[config.mk]
export PLATFORM = sky130hd
export DESIGN_NAME = row_accumulator_flat
export DESIGN_NICKNAME = d
export VERILOG_FILES = /design/src/rtl/row_accumulator_pkg.sv /design/src/rtl/row_accumulator_if.sv /design/src/rtl/row_accumulator_lane.sv /design/src/rtl/row_accumulator.sv /design/src/flat_wrapper.sv
export SDC_FILE = /design/constraint.sdc
export NUM_CORES = 1
export LEC_CHECK = 0
export BUFFER_PORTS_ARGS = -buffer_cell sky130_fd_sc_hd__buf_2
export CORE_MARGIN = 5
export CORE_UTILIZATION = 51
export CTS_CLUSTER_DIAMETER = 80
export CTS_CLUSTER_SIZE = 10
export DETAILED_ROUTE_END_ITERATION = 7
export GPL_TIMING_DRIVEN = 0
export PLACE_DENSITY_LB_ADDON = 0.05
export SKIP_LAST_GASP = 1
export SLEW_MARGIN = 10
export SYNTH_ARGS = -nofsm -noshare
export SYNTH_HDL_FRONTEND = slang
export SYNTH_SLANG_ARGS = --single-unit
[constraint.sdc]
create_clock -name clk -period 3.5 [get_ports clk]
set_clock_uncertainty 0.1 [all_clocks]
set_input_delay 0.7 -clock clk [delete_from_list [all_inputs] [get_ports clk]]
set_output_delay 0.7 -clock clk [all_outputs]
set_load 0.005 [all_outputs]
[src/rtl/row_accumulator_pkg.sv]
`default_nettype none
// ============================================================================
//  Module      : row_accumulator_pkg
//  Description : Shared defaults and lane state encoding for the row reducer.
//  Revision    : 1.0  initial release
// ============================================================================
package row_accumulator_pkg;

    localparam int CH_NUM_DEF    = 4;
    localparam int VAL_W_DEF     = 16;
    localparam int LEN_W_DEF     = 8;
    localparam int ROW_IDX_W_DEF = 16;

    typedef enum logic [1:0] {
        ST_IDLE = 2'd0,
        ST_ACC  = 2'd1,
        ST_EMIT = 2'd2
    } lane_state_e;

endpackage
`default_nettype wire

[src/rtl/row_accumulator_if.sv]
`default_nettype none
// ============================================================================
//  Module      : row_accumulator_if
//  Description : Flat per-lane length/product/result buses of the row reducer.
//  Revision    : 1.0  initial release
// ============================================================================
interface row_accumulator_if
    import row_accumulator_pkg::*;
#(
    parameter int CH_NUM    = CH_NUM_DEF,
    parameter int VAL_W     = VAL_W_DEF,
    parameter int LEN_W     = LEN_W_DEF,
    parameter int ACC_W     = 2*VAL_W + LEN_W,
    parameter int ROW_IDX_W = ROW_IDX_W_DEF
);
    logic [CH_NUM*LEN_W-1:0]     len;
    logic [CH_NUM-1:0]           len_empty;
    logic [CH_NUM-1:0]           len_read;
    logic [CH_NUM*2*VAL_W-1:0]   mult;
    logic [CH_NUM-1:0]           mult_empty;
    logic [CH_NUM-1:0]           mult_read;
    logic [CH_NUM*ACC_W-1:0]     sum;
    logic [CH_NUM*ROW_IDX_W-1:0] row_idx;
    logic [CH_NUM-1:0]           sum_valid;
    logic [CH_NUM-1:0]           sum_ready;

    // The reducer is the slave; FIFOs and the downstream consumer sit on the master side.
    modport slave (
        input  len, len_empty, mult, mult_empty, sum_ready,
        output len_read, mult_read, sum, row_idx, sum_valid
    );

    modport master (
        output len, len_empty, mult, mult_empty, sum_ready,
        input  len_read, mult_read, sum, row_idx, sum_valid
    );

endinterface
`default_nettype wire

[src/rtl/row_accumulator_lane.sv]
`default_nettype none
// ============================================================================
//  Module      : row_accumulator_lane
//  Description : One channel: pops a row length, sums that many products, emits.
//  Revision    : 1.0  initial release
// ============================================================================
module row_accumulator_lane
    import row_accumulator_pkg::*;
#(
    parameter int VAL_W     = VAL_W_DEF,
    parameter int LEN_W     = LEN_W_DEF,
    parameter int ACC_W     = 2*VAL_W + LEN_W,
    parameter int ROW_IDX_W = ROW_IDX_W_DEF
) (
    input  wire logic                 clk,
    input  wire logic                 rst,
    input  wire logic [LEN_W-1:0]     len,
    input  wire logic                 len_empty,
    output logic                      len_read,
    input  wire logic [2*VAL_W-1:0]   mult,
    input  wire logic                 mult_empty,
    output logic                      mult_read,
    output logic [ACC_W-1:0]          sum,
    output logic [ROW_IDX_W-1:0]      row_idx,
    output logic                      sum_valid,
    input  wire logic                 sum_ready
);

    lane_state_e            state_q, state_d;
    logic [ACC_W-1:0]       acc_q, acc_d;
    logic [LEN_W-1:0]       rem_q, rem_d;
    logic [ROW_IDX_W-1:0]   row_idx_q, row_idx_d;
    logic                   sum_valid_q, sum_valid_d;
    logic [ACC_W-1:0]       mult_ext;

    assign mult_ext  = ACC_W'($signed(mult));
    assign sum       = acc_q;
    assign row_idx   = row_idx_q;
    assign sum_valid = sum_valid_q;

    // Pops depend only on state and empty so they never overlap within a lane.
    always_comb begin
        len_read    = (state_q == ST_IDLE) && !len_empty;
        mult_read   = (state_q == ST_ACC)  && !mult_empty;
        state_d     = state_q;
        acc_d       = acc_q;
        rem_d       = rem_q;
        row_idx_d   = row_idx_q;
        sum_valid_d = sum_valid_q;
        case (state_q)
            ST_IDLE: begin
                if (len_read) begin
                    acc_d = '0;
                    if (len == '0) begin
                        state_d     = ST_EMIT;
                        sum_valid_d = 1'b1;
                    end else begin
                        state_d = ST_ACC;
                        rem_d   = len;
                    end
                end
            end
            ST_ACC: begin
                if (mult_read) begin
                    acc_d = acc_q + mult_ext;
                    rem_d = rem_q - 1'b1;
                    if (rem_q == LEN_W'(1)) begin
                        state_d     = ST_EMIT;
                        sum_valid_d = 1'b1;
                    end
                end
            end
            ST_EMIT: begin
                if (sum_ready) begin
                    state_d     = ST_IDLE;
                    sum_valid_d = 1'b0;
                    row_idx_d   = row_idx_q + 1'b1;
                end
            end
            default: begin
                state_d     = ST_IDLE;
                sum_valid_d = 1'b0;
            end
        endcase
    end

    always_ff @(posedge clk) begin
        if (rst) begin
            state_q     <= ST_IDLE;
            acc_q       <= '0;
            rem_q       <= '0;
            row_idx_q   <= '0;
            sum_valid_q <= 1'b0;
        end else begin
            state_q     <= state_d;
            acc_q       <= acc_d;
            rem_q       <= rem_d;
            row_idx_q   <= row_idx_d;
            sum_valid_q <= sum_valid_d;
        end
    end

endmodule
`default_nettype wire

[src/rtl/row_accumulator.sv]
`default_nettype none
// ============================================================================
//  Module      : row_accumulator
//  Description : Per-channel row reduction stage; CH_NUM independent lanes.
//  Revision    : 1.0  initial release
// ============================================================================
module row_accumulator
    import row_accumulator_pkg::*;
#(
    parameter int CH_NUM    = CH_NUM_DEF,
    parameter int VAL_W     = VAL_W_DEF,
    parameter int LEN_W     = LEN_W_DEF,
    parameter int ACC_W     = 2*VAL_W + LEN_W,
    parameter int ROW_IDX_W = ROW_IDX_W_DEF
) (
    input  wire logic         clk,
    input  wire logic         rst,
    row_accumulator_if.slave  bus
);

    for (genvar i = 0; i < CH_NUM; i++) begin : g_lane
        row_accumulator_lane #(
            .VAL_W     (VAL_W),
            .LEN_W     (LEN_W),
            .ACC_W     (ACC_W),
            .ROW_IDX_W (ROW_IDX_W)
        ) u_lane (
            .clk        (clk),
            .rst        (rst),
            .len        (bus.len[i*LEN_W +: LEN_W]),
            .len_empty  (bus.len_empty[i]),
            .len_read   (bus.len_read[i]),
            .mult       (bus.mult[i*2*VAL_W +: 2*VAL_W]),
            .mult_empty (bus.mult_empty[i]),
            .mult_read  (bus.mult_read[i]),
            .sum        (bus.sum[i*ACC_W +: ACC_W]),
            .row_idx    (bus.row_idx[i*ROW_IDX_W +: ROW_IDX_W]),
            .sum_valid  (bus.sum_valid[i]),
            .sum_ready  (bus.sum_ready[i])
        );
    end

endmodule
`default_nettype wire

[src/flat_wrapper.sv]
// flat-port wrapper written by rule: the top's interface ports become plain ports
module row_accumulator_flat import row_accumulator_pkg::*;
#(
    parameter int CH_NUM    = CH_NUM_DEF,
    parameter int VAL_W     = VAL_W_DEF,
    parameter int LEN_W     = LEN_W_DEF,
    parameter int ACC_W     = 2*VAL_W + LEN_W,
    parameter int ROW_IDX_W = ROW_IDX_W_DEF
)
  (clk, rst, bus_len, bus_len_empty, bus_mult, bus_mult_empty, bus_sum_ready, bus_len_read, bus_mult_read, bus_sum, bus_row_idx, bus_sum_valid);
  row_accumulator_if #(.CH_NUM(CH_NUM), .VAL_W(VAL_W), .LEN_W(LEN_W), .ACC_W(ACC_W), .ROW_IDX_W(ROW_IDX_W)) bus_i ();
  input  wire logic clk;
  input  wire logic rst;
  input wire logic [$bits(bus_i.len)-1:0] bus_len;
  input wire logic [$bits(bus_i.len_empty)-1:0] bus_len_empty;
  input wire logic [$bits(bus_i.mult)-1:0] bus_mult;
  input wire logic [$bits(bus_i.mult_empty)-1:0] bus_mult_empty;
  input wire logic [$bits(bus_i.sum_ready)-1:0] bus_sum_ready;
  output wire logic [$bits(bus_i.len_read)-1:0] bus_len_read;
  output wire logic [$bits(bus_i.mult_read)-1:0] bus_mult_read;
  output wire logic [$bits(bus_i.sum)-1:0] bus_sum;
  output wire logic [$bits(bus_i.row_idx)-1:0] bus_row_idx;
  output wire logic [$bits(bus_i.sum_valid)-1:0] bus_sum_valid;
  assign bus_i.len = bus_len;
  assign bus_i.len_empty = bus_len_empty;
  assign bus_i.mult = bus_mult;
  assign bus_i.mult_empty = bus_mult_empty;
  assign bus_i.sum_ready = bus_sum_ready;
  assign bus_len_read = bus_i.len_read;
  assign bus_mult_read = bus_i.mult_read;
  assign bus_sum = bus_i.sum;
  assign bus_row_idx = bus_i.row_idx;
  assign bus_sum_valid = bus_i.sum_valid;
  row_accumulator #(.CH_NUM(CH_NUM), .VAL_W(VAL_W), .LEN_W(LEN_W), .ACC_W(ACC_W), .ROW_IDX_W(ROW_IDX_W)) u_core (.clk(clk), .rst(rst), .bus(bus_i));
endmodule
# Yosys cells after proc, flatten, opt, wreduce, memory -nomap -nowiden
# Index checks and enable logic that the tools add are counted.
[totals]
reg_bits = 268
out_inout_bits = 236
[classes]
add_sub_neg = 12
eq_ne = 36
mux = 76
reduce_logical = 48
[op_table]
columns = ["operator", "count"]
rows = [
  ["$mux W40", 8],
  ["$pmux W40 S2", 4],
  ["$add A40 B40 Y40", 4],
  ["$mux W8", 12],
  ["$add A16 B1 Y16 const B", 4],
  ["$pmux W8 S2", 4],
  ["$mux W2", 20],
  ["$eq A8 B1 Y1 const B", 4],
  ["$logic_not A8 Y1", 4],
  ["$ne A2 B2 Y1 const B", 16],
  ["$reduce_and A4 Y1", 8],
  ["$sub A8 B1 Y8 const B", 4],
  ["$pmux W2 S3", 4],
  ["$mux W1", 20],
  ["$reduce_and A5 Y1", 4],
  ["$ne A2 B1 Y1 const B", 8],
  ["$pmux W1 S3", 4],
  ["$reduce_and A3 Y1", 4],
  ["$eq A2 B1 Y1 const B", 4],
  ["$eq A2 B2 Y1 const B", 4],
  ["$logic_and A1 B1 Y1", 8],
  ["$logic_not A1 Y1", 8],
  ["$logic_not A2 Y1", 4],
  ["$reduce_and A2 Y1", 4],
  ["$reduce_bool A2 Y1", 4],
]

# Logic depth before layout (Yosys ltp)
# Gate-level depths: netlist (run 1).
[logic_depth]
depth_word = 4
mapped_depth = 12

# Hierarchy
# Synthesis (run 1) repeated with hierarchy kept, for this count alone.
[hier_totals]
hier_cells = 2348
area_unflattened_um2 = 18597.8
[by_module_without_submodules]
columns = ["mod", "n_inst", "cells_per_inst", "area_each_um2", "seq_area_each_um2"]
rows = [
  ["row_accumulator_lane at u_core.g_lane[0].u_lane ...", 2, 610, 4794.6, 1341.3],
  ["row_accumulator_lane at u_core.g_lane[2].u_lane", 1, 564, 4505.6, 1341.3],
  ["row_accumulator_lane at u_core.g_lane[3].u_lane", 1, 564, 4503.1, 1341.3],
]

# Least setup slack after synthesis (run 1)
# No wires, ideal clock.
[synth_path]
kind = "input-to-reg"
startpoint = "input port bus_mult[32]"
endpoint = "register u_core.g_lane[1].u_lane.acc_q[34]"
setup_ps = 117
arrival_time_ps = 3206
setup_slack_ps = 78
path_stages = 12
path_buffers = 0
cell_sequence = "ha_1 -> fa_1 -> a211oi_1 -> o21ai_0 -> o2111ai_1 -> a21oi_2 -> o311ai_4 -> a211oi_2 -> o311a_4 -> a41o_1 -> xor2_1 -> a22o_1"
[synth_between]
elab_chain_len = 3
[synth_rtl]
columns = ["item", "line", "source"]
rows = [
  ["from (decl)", "flat_wrapper.sv:16", "input wire logic [$bits(bus_i.mult)-1:0] bus_mult;"],
  ["$add A40 B40 Y40", "row_accumulator_lane.sv:65", "acc_d = acc_q + mult_ext;"],
  ["$mux W40", "row_accumulator_lane.sv:64", "if (mult_read) begin"],
  ["$pmux W40 S2", "row_accumulator_lane.sv:50", "case (state_q)"],
  ["to (signal assigned)", "row_accumulator_lane.sv:90", "acc_q <= '0;"],
  ["to (signal assigned)", "row_accumulator_lane.sv:96", "acc_q <= acc_d;"],
  ["to (decl)", "row_accumulator_lane.sv:30", "logic [ACC_W-1:0] acc_q, acc_d;"],
]
# Every way passes these cells. The select of a mux whose other input is x is not followed.
# A chain may end at the register's enable or synchronous reset.

# Worst setup path after layout (run 1)
[layout_path]
startpoint = "register u_core.g_lane[2].u_lane.acc_q[0]"
endpoint = "register u_core.g_lane[2].u_lane.acc_q[38]"
[layout_between]
elab_chain_len = 3
[layout_rtl]
columns = ["item", "line"]
rows = [
  ["from (decl)", "row_accumulator_lane.sv:30"],
  ["from (signal assigned)", "row_accumulator_lane.sv:90"],
  ["from (signal assigned)", "row_accumulator_lane.sv:96"],
  ["$add A40 B40 Y40", "row_accumulator_lane.sv:65"],
  ["$mux W40", "row_accumulator_lane.sv:64"],
  ["$pmux W40 S2", "row_accumulator_lane.sv:50"],
]
# Every way passes these cells. The select of a mux whose other input is x is not followed.

==> impl_metrics.xml, run 1 <==
<?xml version="1.0" encoding="UTF-8"?>
<metrics>
  <group name="yosys">
    <metric name="post_synth_inst_count" unit="">2362</metric>
    <metric name="synth-edff-count" unit="">0</metric>
    <metric name="yosys.area.top_type_share" unit="%">28.6</metric>
    <metric name="ys_types" unit="">89</metric>
    <metric name="synth.ff_latch_count" unit="">268</metric>
    <metric name="synth_area_per_cell" unit="sq um">7.95</metric>
    <metric name="syn-cell-area" unit="sq mm">0.0188</metric>
    <metric name="synth-async-reset-ratio" unit="%">0</metric>
    <metric name="post-synth-top-area-cell" unit="">dfxtp_1</metric>
    <metric name="synth_top_cells_by_area" unit="">dfxtp_1, ha_1, nor2_1</metric>
    <metric name="mappedNetlistNets" unit="">2708</metric>
    <metric name="synth_sequential_area_ratio" unit="%">28.6</metric>
    <metric name="yosys_most_used_dff" unit="">dfxtp_1</metric>
    <metric name="yosysWarnings" unit="">0</metric>
  </group>
  <group name="clock_tree">
    <metric name="clock_tree.htree_level_count" unit="">1</metric>
    <metric name="clk-insertion-delay-late" unit="ps">570</metric>
    <metric name="tritoncts.num_buffers" unit="">30</metric>
    <metric name="clk_pin_slew_worst_paths" unit="ps">60</metric>
    <metric name="cts_hold_buffers" unit="">0</metric>
    <metric name="cts-root-buf" unit="">clkbuf_16</metric>
    <metric name="cts.sink_count" unit="">268</metric>
    <metric name="cts_tree" unit="">yes</metric>
    <metric name="clockBufferDepth" unit="">3</metric>
  </group>
  <group name="timing">
    <metric name="hold_viol_final" unit="">0</metric>
    <metric name="clock.fmax" unit="GHz">0.299</metric>
    <metric name="setup_ws" unit="ps">159</metric>
    <metric name="post-route-period-util" unit="%">95.5</metric>
    <metric name="report.final.setup_viol" unit="">0</metric>
    <metric name="setup-tns-final" unit="ps">0</metric>
    <metric name="max_slew_margin" unit="%">44.5</metric>
    <metric name="grt_setup_unrepaired" unit="">yes</metric>
    <metric name="period_minus_slack" unit="ps">3340</metric>
    <metric name="whs" unit="ps">355</metric>
    <metric name="final_max_slew_viol_count" unit="">0</metric>
    <metric name="worst_slew_pin_slew" unit="ps">826</metric>
  </group>
  <group name="worst_setup_path">
    <metric name="critPathArrivalTime" unit="ps">3750</metric>
    <metric name="cp-start-kind" unit="">flop</metric>
    <metric name="critPathMaxFanout" unit="">3</metric>
    <metric name="critical_path_class" unit="">reg2reg</metric>
    <metric name="required" unit="ps">3910</metric>
    <metric name="crit_path_end_kind" unit="">flop</metric>
  </group>
  <group name="floorplanning">
    <metric name="chipWidth" unit="microns">202</metric>
    <metric name="design.die.area" unit="sq mm">0.0408</metric>
    <metric name="floorplan.rows" unit="">70</metric>
    <metric name="io_pins" unit="">410</metric>
    <metric name="floorplan.die.height" unit="microns">202</metric>
    <metric name="floorplan.initialDensity" unit="%">51.4</metric>
    <metric name="coreArea" unit="sq mm">0.0365</metric>
  </group>
  <group name="grt">
    <metric name="gr-usage-all-layers" unit="%">27.0</metric>
    <metric name="grt_pass1_wl" unit="mm">92.9</metric>
    <metric name="antenna_violations_before_repair" unit="">20</metric>
    <metric name="maximum_number_of_pins_on_one_net_before_global_route_repair" unit="">15</metric>
    <metric name="via_count_of_the_first_global_routing_pass" unit="">18400</metric>
    <metric name="grt-ovfl-total" unit="">0</metric>
  </group>
  <group name="finish">
    <metric name="syn_to_final_growth" unit="%">18.7</metric>
    <metric name="final_util" unit="%">61.0</metric>
    <metric name="share_of_final_layout_standard_cells_stronger_than_drive_strength_1" unit="%">18.4</metric>
    <metric name="fillerInstances" unit="">3415</metric>
    <metric name="multi_input_gate_area_in_the_final_layout" unit="sq mm">0.0128</metric>
    <metric name="final_nets" unit="">3152</metric>
    <metric name="final-seq-area" unit="sq mm">0.00537</metric>
  </group>
  <group name="route">
    <metric name="detail_route.wirelength" unit="mm">58.5</metric>
    <metric name="detailroute.via_count" unit="">19300</metric>
    <metric name="final_antenna_net_count" unit="">0</metric>
    <metric name="first_iter_violations" unit="">964</metric>
    <metric name="drc" unit="">0</metric>
    <metric name="detail_route.first_pass.iterations" unit="">6</metric>
    <metric name="drt-vias-per-instance" unit="">5.87</metric>
    <metric name="avgRoutedWirePerCell" unit="microns">17.8</metric>
  </group>
  <group name="power">
    <metric name="leakage" unit="uW">0.0106</metric>
    <metric name="peakVddDrop" unit="uV">339</metric>
    <metric name="powerDensity" unit="mW/mm^2">391</metric>
  </group>
  <group name="place">
    <metric name="gp_routability_congestion" unit="">0.938</metric>
    <metric name="dp_hpwl" unit="mm">46.0</metric>
    <metric name="numPortBuffers" unit="">409</metric>
    <metric name="pre_cts_slack" unit="ps">-339</metric>
  </group>
  <group name="flow_run">
    <metric name="drv_cap" unit="">0</metric>
  </group>
  <group name="worst_hold_path">
    <metric name="worst_hold_path_type" unit="">reg2reg</metric>
  </group>
  <group name="outcome">
    <metric name="run_status" unit="">completed</metric>
  </group>
</metrics>
[critical path, cell delays in order, from the launching register on]
cell	delay [ps]
dfxtp_1	340
ha_1	250
fa_1	430
a211o_1	270
o211ai_1	180
a211oi_2	160
o21ai_1	190
a21oi_1	110
o2111ai_1	210
a31oi_1	180
a221oi_2	390
mux2_2	380
nand3_1	70
[Yosys cell counts (all sizes together) (58+ instances only)]
| cell type | n |
|---|---|
| nor2 | 281 |
| clkbuf | 95 |
| a22oi | 74 |
| dfxtp | 268 |
| xnor2 | 90 |
| o21ai | 161 |
| nand2 | 209 |
| nor3 | 58 |
| a21o | 100 |
| ha | 168 |
| xor2 | 90 |
| a21oi | 207 |
[cell type report]
type                       instances  share of cell area (%)
antenna                            7                  0.0786
buffer                           114                    2.16
clock buffer                      33                    3.52
inverter                          51                   0.859
multi-input combinational       1929                    57.4
sequential                       268                    24.1
tap                              468                    2.63
timing repair buffer             412                    9.29
[logic make-up after synthesis]
family	after synthesis	synth area share, %
muxes	11	0.600
AOI/OAI and AO/OA	791	28.2
and+or+nand+nor	775	19.0
buffers and inverters	165	3.54
DFF	268	28.6
adders and majority gates	172	11.6
xor gates and xnor gates	180	8.40
[where the power goes]
group	leakage [uW]	switching, uW	total, uW	internal, uW
Combinational	0.00801	1500	2520	1020
Sequential	0.00217	174	3420	3250
Clock	0.000384	1220	2760	1540
[stage by stage]
step	instance area, sq um	cells	total power, uW
3_5_place_dp	21400	3239	5960
5_1_grt	22300	3279	9230
3_3_place_gp	21400	3239	5900
6_report	22300	3282	8700
4_1_cts	22200	3272	8760
2_1_floorplan	18800	2362	5210
[registers in the layout (all words and copies together), names as in the netlist]
name	count
u_core.g_lane.u_lane.sum	160
u_core.g_lane.u_lane.row_idx	64
u_core.g_lane.u_lane.rem_q	32
u_core.g_lane.u_lane.state_q	8
u_core.g_lane.u_lane.sum_valid	4
[path summary, 6_finish.rpt]
kind	from	endpoint	slack, ps	cells after the start
worst max-delay path	u_core.g_lane[2].u_lane.sum[0]	u_core.g_lane[2].u_lane.sum[38]	160	12
worst min-delay path	u_core.g_lane[0].u_lane.sum_valid	u_core.g_lane[0].u_lane.sum_valid	360	2
worst max register to register	u_core.g_lane[2].u_lane.sum[0]	u_core.g_lane[2].u_lane.sum[38]	160	12
worst min register to register	u_core.g_lane[0].u_lane.sum_valid	u_core.g_lane[0].u_lane.sum_valid	360	2
[what timing repair did]
item                                    CTS  global route
pin swaps                                 0             3
resized for setup                         3            19
buffers inserted                          0             3
endpoints found under the setup margin    3            21
hold endpoints to repair                  0             0
[cell usage in the layout (no fill, tap or decap), types with 49 or more instances in the layout]
cell type	n
a21o_1	100
a21oi_1	199
a22oi_1	74
buf_2	410
clkbuf_1	91
dfxtp_1	268
ha_1	168
inv_1	51
nand2_1	208
nand3_1	49
nor2_1	280
nor3_1	57
o21ai_0	146
xnor2_1	90
xor2_1	90
[layer usage]
layer / global-route usage [%] / vias to the layer above / wire (microns)
met1: 34.4 / 8970 / 25300
met3: 6.18 / 137 / 4400
met4: 9.42 / 28 / 2060
met5: 0 / - / 169
met2: 45.0 / 622 / 26500
li1: - / 9516 / -
No activity file was read; power rests on OpenSTA's default activity.
==> run 2, diff against run 1 <==
--- a/config.mk
+++ b/config.mk
@@ -6,6 +6,8 @@
 export NUM_CORES = 1
 export LEC_CHECK = 0
 export BUFFER_PORTS_ARGS = -buffer_cell sky130_fd_sc_hd__buf_2
+export CAP_MARGIN = 15
+export CORE_ASPECT_RATIO = 1.2
 export CORE_MARGIN = 5
 export CORE_UTILIZATION = 51
 export CTS_CLUSTER_DIAMETER = 80
@@ -13,6 +15,7 @@
 export DETAILED_ROUTE_END_ITERATION = 7
 export GPL_TIMING_DRIVEN = 0
 export PLACE_DENSITY_LB_ADDON = 0.05
+export SETUP_SLACK_MARGIN = 0.4
 export SKIP_LAST_GASP = 1
 export SLEW_MARGIN = 10
 export SYNTH_ARGS = -nofsm -noshare
==> run 2 against run 1 <==
Register-to-register slack improved by 200 ps. Via count barely moved. Power rose by 1.4%. Critical path type unchanged.
==> impl_metrics.xml, run 2 (synthesis gave the netlist of run 1 again) <==
<?xml version="1.0" encoding="UTF-8"?>
<metrics>
  <group name="worst_setup_path">
    <metric name="endpoint" unit="">u_core.g_lane[2].u_lane.sum[38]</metric>
    <metric name="required" unit="ps">3920</metric>
    <metric name="crit_path_end_kind" unit="">flop</metric>
    <metric name="critical_path.reg2reg.startpoint" unit="">u_core.g_lane[2].u_lane.sum[0]</metric>
    <metric name="critPathMaxFanout" unit="">3</metric>
    <metric name="rr_worst_depth" unit="">13</metric>
    <metric name="cp-start-kind" unit="">flop</metric>
    <metric name="critPathArrivalTime" unit="ps">3560</metric>
    <metric name="critical_path_class" unit="">reg2reg</metric>
    <metric name="regToRegEndpoint" unit="">u_core.g_lane[2].u_lane.sum[38]</metric>
    <metric name="timing.reg2reg.setup_slack" unit="ps">360</metric>
    <metric name="timing.critical_path.from" unit="">u_core.g_lane[2].u_lane.sum[0]</metric>
  </group>
  <group name="floorplanning">
    <metric name="floorplan.die.height" unit="microns">220</metric>
    <metric name="coreArea" unit="sq mm">0.0366</metric>
    <metric name="floorplan.rows" unit="">77</metric>
    <metric name="io_pins" unit="">410</metric>
    <metric name="chipWidth" unit="microns">185</metric>
    <metric name="floorplan.initialDensity" unit="%">51.3</metric>
    <metric name="design.die.area" unit="sq mm">0.0408</metric>
  </group>
  <group name="grt">
    <metric name="grt-ovfl-total" unit="">0</metric>
    <metric name="maximum_number_of_pins_on_one_net_before_global_route_repair" unit="">15</metric>
    <metric name="grt_pass1_wl" unit="mm">90.6</metric>
    <metric name="gr-usage-all-layers" unit="%">26.8</metric>
    <metric name="antenna_violations_before_repair" unit="">20</metric>
    <metric name="via_count_of_the_first_global_routing_pass" unit="">18500</metric>
  </group>
  <group name="clock_tree">
    <metric name="cts.sink_count" unit="">268</metric>
    <metric name="clock_tree.htree_level_count" unit="">1</metric>
    <metric name="cts_tree" unit="">yes</metric>
    <metric name="tritoncts.num_buffers" unit="">30</metric>
    <metric name="clk-insertion-delay-late" unit="ps">580</metric>
    <metric name="clk_pin_slew_worst_paths" unit="ps">60</metric>
    <metric name="cts-root-buf" unit="">clkbuf_16</metric>
    <metric name="clockBufferDepth" unit="">3</metric>
  </group>
  <group name="finish">
    <metric name="fillerInstances" unit="">3423</metric>
    <metric name="largest_register_ff_count" unit="">160</metric>
    <metric name="final_util" unit="%">63.0</metric>
    <metric name="share_of_final_layout_standard_cells_stronger_than_drive_strength_1" unit="%">22.1</metric>
    <metric name="syn_to_final_growth" unit="%">22.8</metric>
    <metric name="most_common_cell_after_layout_fill_and_taps_aside" unit="">buf_2</metric>
    <metric name="final_nets" unit="">3184</metric>
    <metric name="layout_common_cells" unit="">buf_2, nor2_1, dfxtp_1</metric>
  </group>
  <group name="place">
    <metric name="dp_hpwl" unit="mm">45.4</metric>
    <metric name="gp_routability_congestion" unit="">0.940</metric>
    <metric name="numPortBuffers" unit="">409</metric>
  </group>
  <group name="flow_run">
    <metric name="drv_cap" unit="">0</metric>
  </group>
  <group name="route">
    <metric name="detail_route.wirelength" unit="mm">58.9</metric>
    <metric name="drt-vias-per-instance" unit="">5.80</metric>
    <metric name="drc" unit="">0</metric>
    <metric name="avgRoutedWirePerCell" unit="microns">17.7</metric>
    <metric name="detail_route.first_pass.iterations" unit="">7</metric>
    <metric name="first_iter_violations" unit="">1001</metric>
    <metric name="detailroute.via_count" unit="">19300</metric>
    <metric name="final_antenna_net_count" unit="">0</metric>
  </group>
  <group name="power">
    <metric name="peakVddDrop" unit="uV">418</metric>
    <metric name="powerDensity" unit="mW/mm^2">383</metric>
    <metric name="leakage" unit="uW">0.0108</metric>
  </group>
  <group name="timing">
    <metric name="period_minus_slack" unit="ps">3140</metric>
    <metric name="worst_slew_pin_slew" unit="ps">822</metric>
    <metric name="hold_viol_final" unit="">0</metric>
    <metric name="whs" unit="ps">344</metric>
    <metric name="max_slew_margin" unit="%">45.1</metric>
    <metric name="final_max_slew_viol_count" unit="">0</metric>
    <metric name="grt_setup_unrepaired" unit="">yes</metric>
    <metric name="report.final.setup_viol" unit="">0</metric>
    <metric name="post-route-period-util" unit="%">89.6</metric>
    <metric name="clock.fmax" unit="GHz">0.319</metric>
  </group>
  <group name="worst_hold_path">
    <metric name="worst_hold_path_type" unit="">in2reg</metric>
  </group>
  <group name="outcome">
    <metric name="run_status" unit="">completed</metric>
  </group>
</metrics>
run 2: cell types whose count changed in the layout (fill, tap and decap cells not counted), moves of 5 or more:
| cell | change |
|---|---|
| a211oi_1 | -7 |
| a211oi_2 | +7 |
| a21oi_1 | -6 |
| a31oi_4 | +5 |
| buf_4 | +23 |
| buf_6 | +11 |
| clkbuf_1 | -14 |
| clkbuf_2 | +7 |
| diode_2 | +6 |
| ha_1 | -13 |
| ha_4 | +9 |
| o21ai_0 | -8 |
| o21ai_2 | +6 |
run 2: cell type report:
cell class / count / area [sq um] / area share (%)
antenna: 13 / 32.5 / 0.141
sequential: 268 / 5370 / 23.3
timing repair buffer: 444 / 2350 / 10.2
clock buffer: 33 / 783 / 3.40
multi-input combinational: 1929 / 13200 / 57.3
inverter: 51 / 191 / 0.830
tap: 474 / 593 / 2.57
buffer: 114 / 518 / 2.25
run 2: report_power, final:
group          switching [uW]  internal [uW]
logic                    1540           1090
registers                 173           3250
clock network            1230           1540
total                    2950           5880
run 2: timing repair:
action / in CTS / in global routing
setup buffers: 17 / 18
setup endpoints to repair: 19 / 43
hold buffers: 0 / 0
endpoints found under the hold margin: 0 / 0
pin swaps: 9 / 44
gates resized for setup: 32 / 96
run 2: worst max-delay path, cell delays in order (launching register included):
cell       delay, ps
dfxtp_2          330
ha_4             160
fa_2             360
a211o_1          310
o211ai_1         170
a211oi_2         170
o21ai_2          190
a21oi_2           80
o2111ai_2        240
a31oi_4          150
a221oi_4         270
buf_4            180
mux2_4           300
nand3_2           70
run 2: worst min-delay path by stage:
stage / startpoint / to / slack [ps] / cells past startpoint
2_1_floorplan: u_core.g_lane[0].u_lane.sum_valid / u_core.g_lane[0].u_lane.sum_valid / 320 / 2
3_3_place_gp: u_core.g_lane[0].u_lane.sum_valid / u_core.g_lane[0].u_lane.sum_valid / 340 / 2
3_5_place_dp: u_core.g_lane[0].u_lane.sum_valid / u_core.g_lane[0].u_lane.sum_valid / 340 / 2
4_1_cts: bus_len_empty[0] / u_core.g_lane[0].u_lane.state_q[1] / 310 / 4
5_1_grt: bus_sum_ready[2] / u_core.g_lane[2].u_lane.sum_valid / 360 / 4
6_report: bus_len_empty[0] / u_core.g_lane[0].u_lane.state_q[1] / 340 / 4
run 2: per-stage QoR:
stage | total power (uW) | cell area (sq um) | setup WS [ps] | std cells | setup TNS [ps]
after floorplan | 5220 | 18900 | 282 | 2362 | 0
after global placement | 5920 | 21500 | -236 | 3245 | -1860
after detailed placement | 5970 | 21500 | -301 | 3245 | -2210
after CTS | 8810 | 22500 | 294 | 3295 | 0
after global routing | 9360 | 23100 | 242 | 3324 | 0
final | 8820 | 23100 | 363 | 3326 | 0
run 2: layer usage:
| layer | up-vias | track usage [%] | part of all wire (%) |
|---|---|---|---|
| li1 | 9577 | - | - |
| met1 | 8935 | 31.2 | 39 |
| met2 | 605 | 47.5 | 49 |
| met3 | 154 | 6.43 | 7.9 |
| met4 | 14 | 10.4 | 3.9 |
| met5 | - | 0 | 0.12 |
==> run 3, diff against run 2 <==
--- a/config.mk
+++ b/config.mk
@@ -9,7 +9,7 @@
 export CAP_MARGIN = 15
 export CORE_ASPECT_RATIO = 1.2
 export CORE_MARGIN = 5
-export CORE_UTILIZATION = 51
+export CORE_UTILIZATION = 50
 export CTS_CLUSTER_DIAMETER = 80
 export CTS_CLUSTER_SIZE = 10
 export DETAILED_ROUTE_END_ITERATION = 7
==> run 3 against run 2 <==
Worst setup slack better by 84 ps. Clock power rose by 1%. Via count rose by 0.11%. First-iteration DRC count increased by 7.3%. Cell area rose by 0.25%. Critical path type unchanged. Critical endpoint unchanged.
==> impl_metrics.xml, run 3 (synthesis gave the netlist of run 1 again) <==
<?xml version="1.0" encoding="UTF-8"?>
<metrics>
  <group name="worst_hold_path">
    <metric name="worst_hold_path_type" unit="">in2reg</metric>
  </group>
  <group name="clock_tree">
    <metric name="clk-insertion-delay-late" unit="ps">570</metric>
    <metric name="cts_tree" unit="">yes</metric>
    <metric name="tritoncts.num_buffers" unit="">30</metric>
    <metric name="cts_hold_buffers" unit="">0</metric>
    <metric name="clk_pin_slew_worst_paths" unit="ps">60</metric>
    <metric name="clockBufferDepth" unit="">3</metric>
    <metric name="clock_tree.htree_level_count" unit="">1</metric>
    <metric name="cts-root-buf" unit="">clkbuf_16</metric>
    <metric name="cts.sink_count" unit="">268</metric>
  </group>
  <group name="finish">
    <metric name="syn_to_final_growth" unit="%">23.1</metric>
    <metric name="most_common_cell_after_layout_fill_and_taps_aside" unit="">buf_2</metric>
    <metric name="share_of_final_layout_standard_cells_stronger_than_drive_strength_1" unit="%">22.5</metric>
    <metric name="final_util" unit="%">62.5</metric>
    <metric name="layout_common_cells" unit="">buf_2, nor2_1, dfxtp_1</metric>
    <metric name="final_nets" unit="">3187</metric>
    <metric name="design_area" unit="sq mm">0.0231</metric>
    <metric name="largest_register_ff_count" unit="">160</metric>
  </group>
  <group name="worst_setup_path">
    <metric name="critPathArrivalTime" unit="ps">3470</metric>
    <metric name="crit_path_end_kind" unit="">flop</metric>
    <metric name="required" unit="ps">3910</metric>
    <metric name="critPathMaxFanout" unit="">3</metric>
    <metric name="critical_path_class" unit="">reg2reg</metric>
    <metric name="cp-start-kind" unit="">flop</metric>
  </group>
  <group name="grt">
    <metric name="maximum_number_of_pins_on_one_net_before_global_route_repair" unit="">15</metric>
    <metric name="grt_pass1_wl" unit="mm">91.7</metric>
    <metric name="gr-usage-all-layers" unit="%">26.1</metric>
    <metric name="via_count_of_the_first_global_routing_pass" unit="">18400</metric>
    <metric name="antenna_violations_before_repair" unit="">14</metric>
    <metric name="grt-ovfl-total" unit="">0</metric>
  </group>
  <group name="floorplanning">
    <metric name="chipWidth" unit="microns">187</metric>
    <metric name="io_pins" unit="">410</metric>
    <metric name="coreArea" unit="sq mm">0.0370</metric>
    <metric name="floorplan.initialDensity" unit="%">50.8</metric>
    <metric name="floorplan.rows" unit="">77</metric>
    <metric name="floorplan.die.height" unit="microns">222</metric>
    <metric name="design.die.area" unit="sq mm">0.0415</metric>
  </group>
  <group name="timing">
    <metric name="clock.fmax" unit="GHz">0.328</metric>
    <metric name="report.final.setup_viol" unit="">0</metric>
    <metric name="period_minus_slack" unit="ps">3050</metric>
    <metric name="hold_viol_final" unit="">0</metric>
    <metric name="grt_setup_unrepaired" unit="">yes</metric>
    <metric name="whs" unit="ps">343</metric>
    <metric name="post-route-period-util" unit="%">87.2</metric>
    <metric name="max_slew_margin" unit="%">47.4</metric>
    <metric name="final_max_slew_viol_count" unit="">0</metric>
    <metric name="worst_slew_pin_slew" unit="ps">789</metric>
    <metric name="setup_ws" unit="ps">447</metric>
  </group>
  <group name="place">
    <metric name="placed_cell_area" unit="sq mm">0.0215</metric>
    <metric name="pre_cts_slack" unit="ps">-277</metric>
    <metric name="gp_routability_congestion" unit="">0.926</metric>
    <metric name="dp_hpwl" unit="mm">45.5</metric>
    <metric name="numPortBuffers" unit="">409</metric>
  </group>
  <group name="outcome">
    <metric name="run_status" unit="">completed</metric>
  </group>
  <group name="route">
    <metric name="avgRoutedWirePerCell" unit="microns">17.7</metric>
    <metric name="detail_route.first_pass.iterations" unit="">5</metric>
    <metric name="detail_route.wirelength" unit="mm">58.7</metric>
    <metric name="first_iter_violations" unit="">1074</metric>
    <metric name="drc" unit="">0</metric>
    <metric name="drt-vias-per-instance" unit="">5.81</metric>
    <metric name="final_antenna_net_count" unit="">0</metric>
    <metric name="detailroute.via_count" unit="">19300</metric>
  </group>
  <group name="flow_run">
    <metric name="drv_cap" unit="">0</metric>
  </group>
  <group name="power">
    <metric name="powerDensity" unit="mW/mm^2">384</metric>
    <metric name="peakVddDrop" unit="uV">427</metric>
    <metric name="leakage" unit="uW">0.0108</metric>
  </group>
</metrics>
-- run 3: cell types whose count changed in the layout (fill, tap and decap cells not counted), sizes merged --
cell	delta
buf	+2
diode	-4
-- run 3: through the flow --
step,std cells,TNS (ps),power [uW]
3_3_place_gp,3245,-2220,5930
3_5_place_dp,3245,-2310,5970
2_1_floorplan,2362,0,5220
4_1_cts,3294,0,8830
5_1_grt,3322,0,9390
6_report,3324,0,8870
-- run 3: final cells by class --
type / instances / area [sq um]
Antenna cell: 9 / 22.5
Buffer: 114 / 518
Clock buffer: 32 / 790
Fill cell: 3536 / 13900
Inverter: 51 / 191
Multi-Input combinational cell: 1929 / 13300
Sequential cell: 268 / 5380
Tap cell: 474 / 593
Timing Repair Buffer: 447 / 2370
-- run 3: repair_timing --
item,in CTS,in global routing
cloned,0,0
buffers inserted,17,21
endpoints found under the setup margin,19,43
pin swaps,9,46
resized for setup,26,115
-- run 3: layer usage --
metal  track usage [%]  routed length, microns  vias up
met5                 0                      89        -
met4              9.50                    1940       14
met3              6.22                    4150      119
met2              46.2                   28700      546
met1              30.8                   23800     9038
li1                  -                       -     9590
-- run 3: final timing paths --
path                                          start                                  to  slack, ps  depth (start not counted)
setup / recovery     u_core.g_lane[2].u_lane.sum[0]     u_core.g_lane[2].u_lane.sum[38]        450                         13
hold / removal                     bus_len_empty[0]  u_core.g_lane[0].u_lane.state_q[1]        340                          4
setup reg to reg     u_core.g_lane[2].u_lane.sum[0]     u_core.g_lane[2].u_lane.sum[38]        450                         13
hold reg to reg   u_core.g_lane[0].u_lane.sum_valid   u_core.g_lane[0].u_lane.sum_valid        340                          2
-- run 3: report_power, final --
group,leakage [uW],total [uW],switching [uW],internal (uW)
clock,0.000389,2820,1260,1560
combinational,0.00825,2630,1540,1090
sequential,0.00218,3420,174,3250
-- run 3: worst max-delay path: stages, from the launching register on --
cell and delay, ps:
dfxtp_2 330, ha_4 170, fa_2 360, a211o_1 270, o211ai_1 150, a211oi_2 150
o21ai_1 220, a21oi_2 100, o2111ai_2 190, a31oi_2 140, a221oi_2 280, buf_4 170
mux2_4 280, nand3_1 70
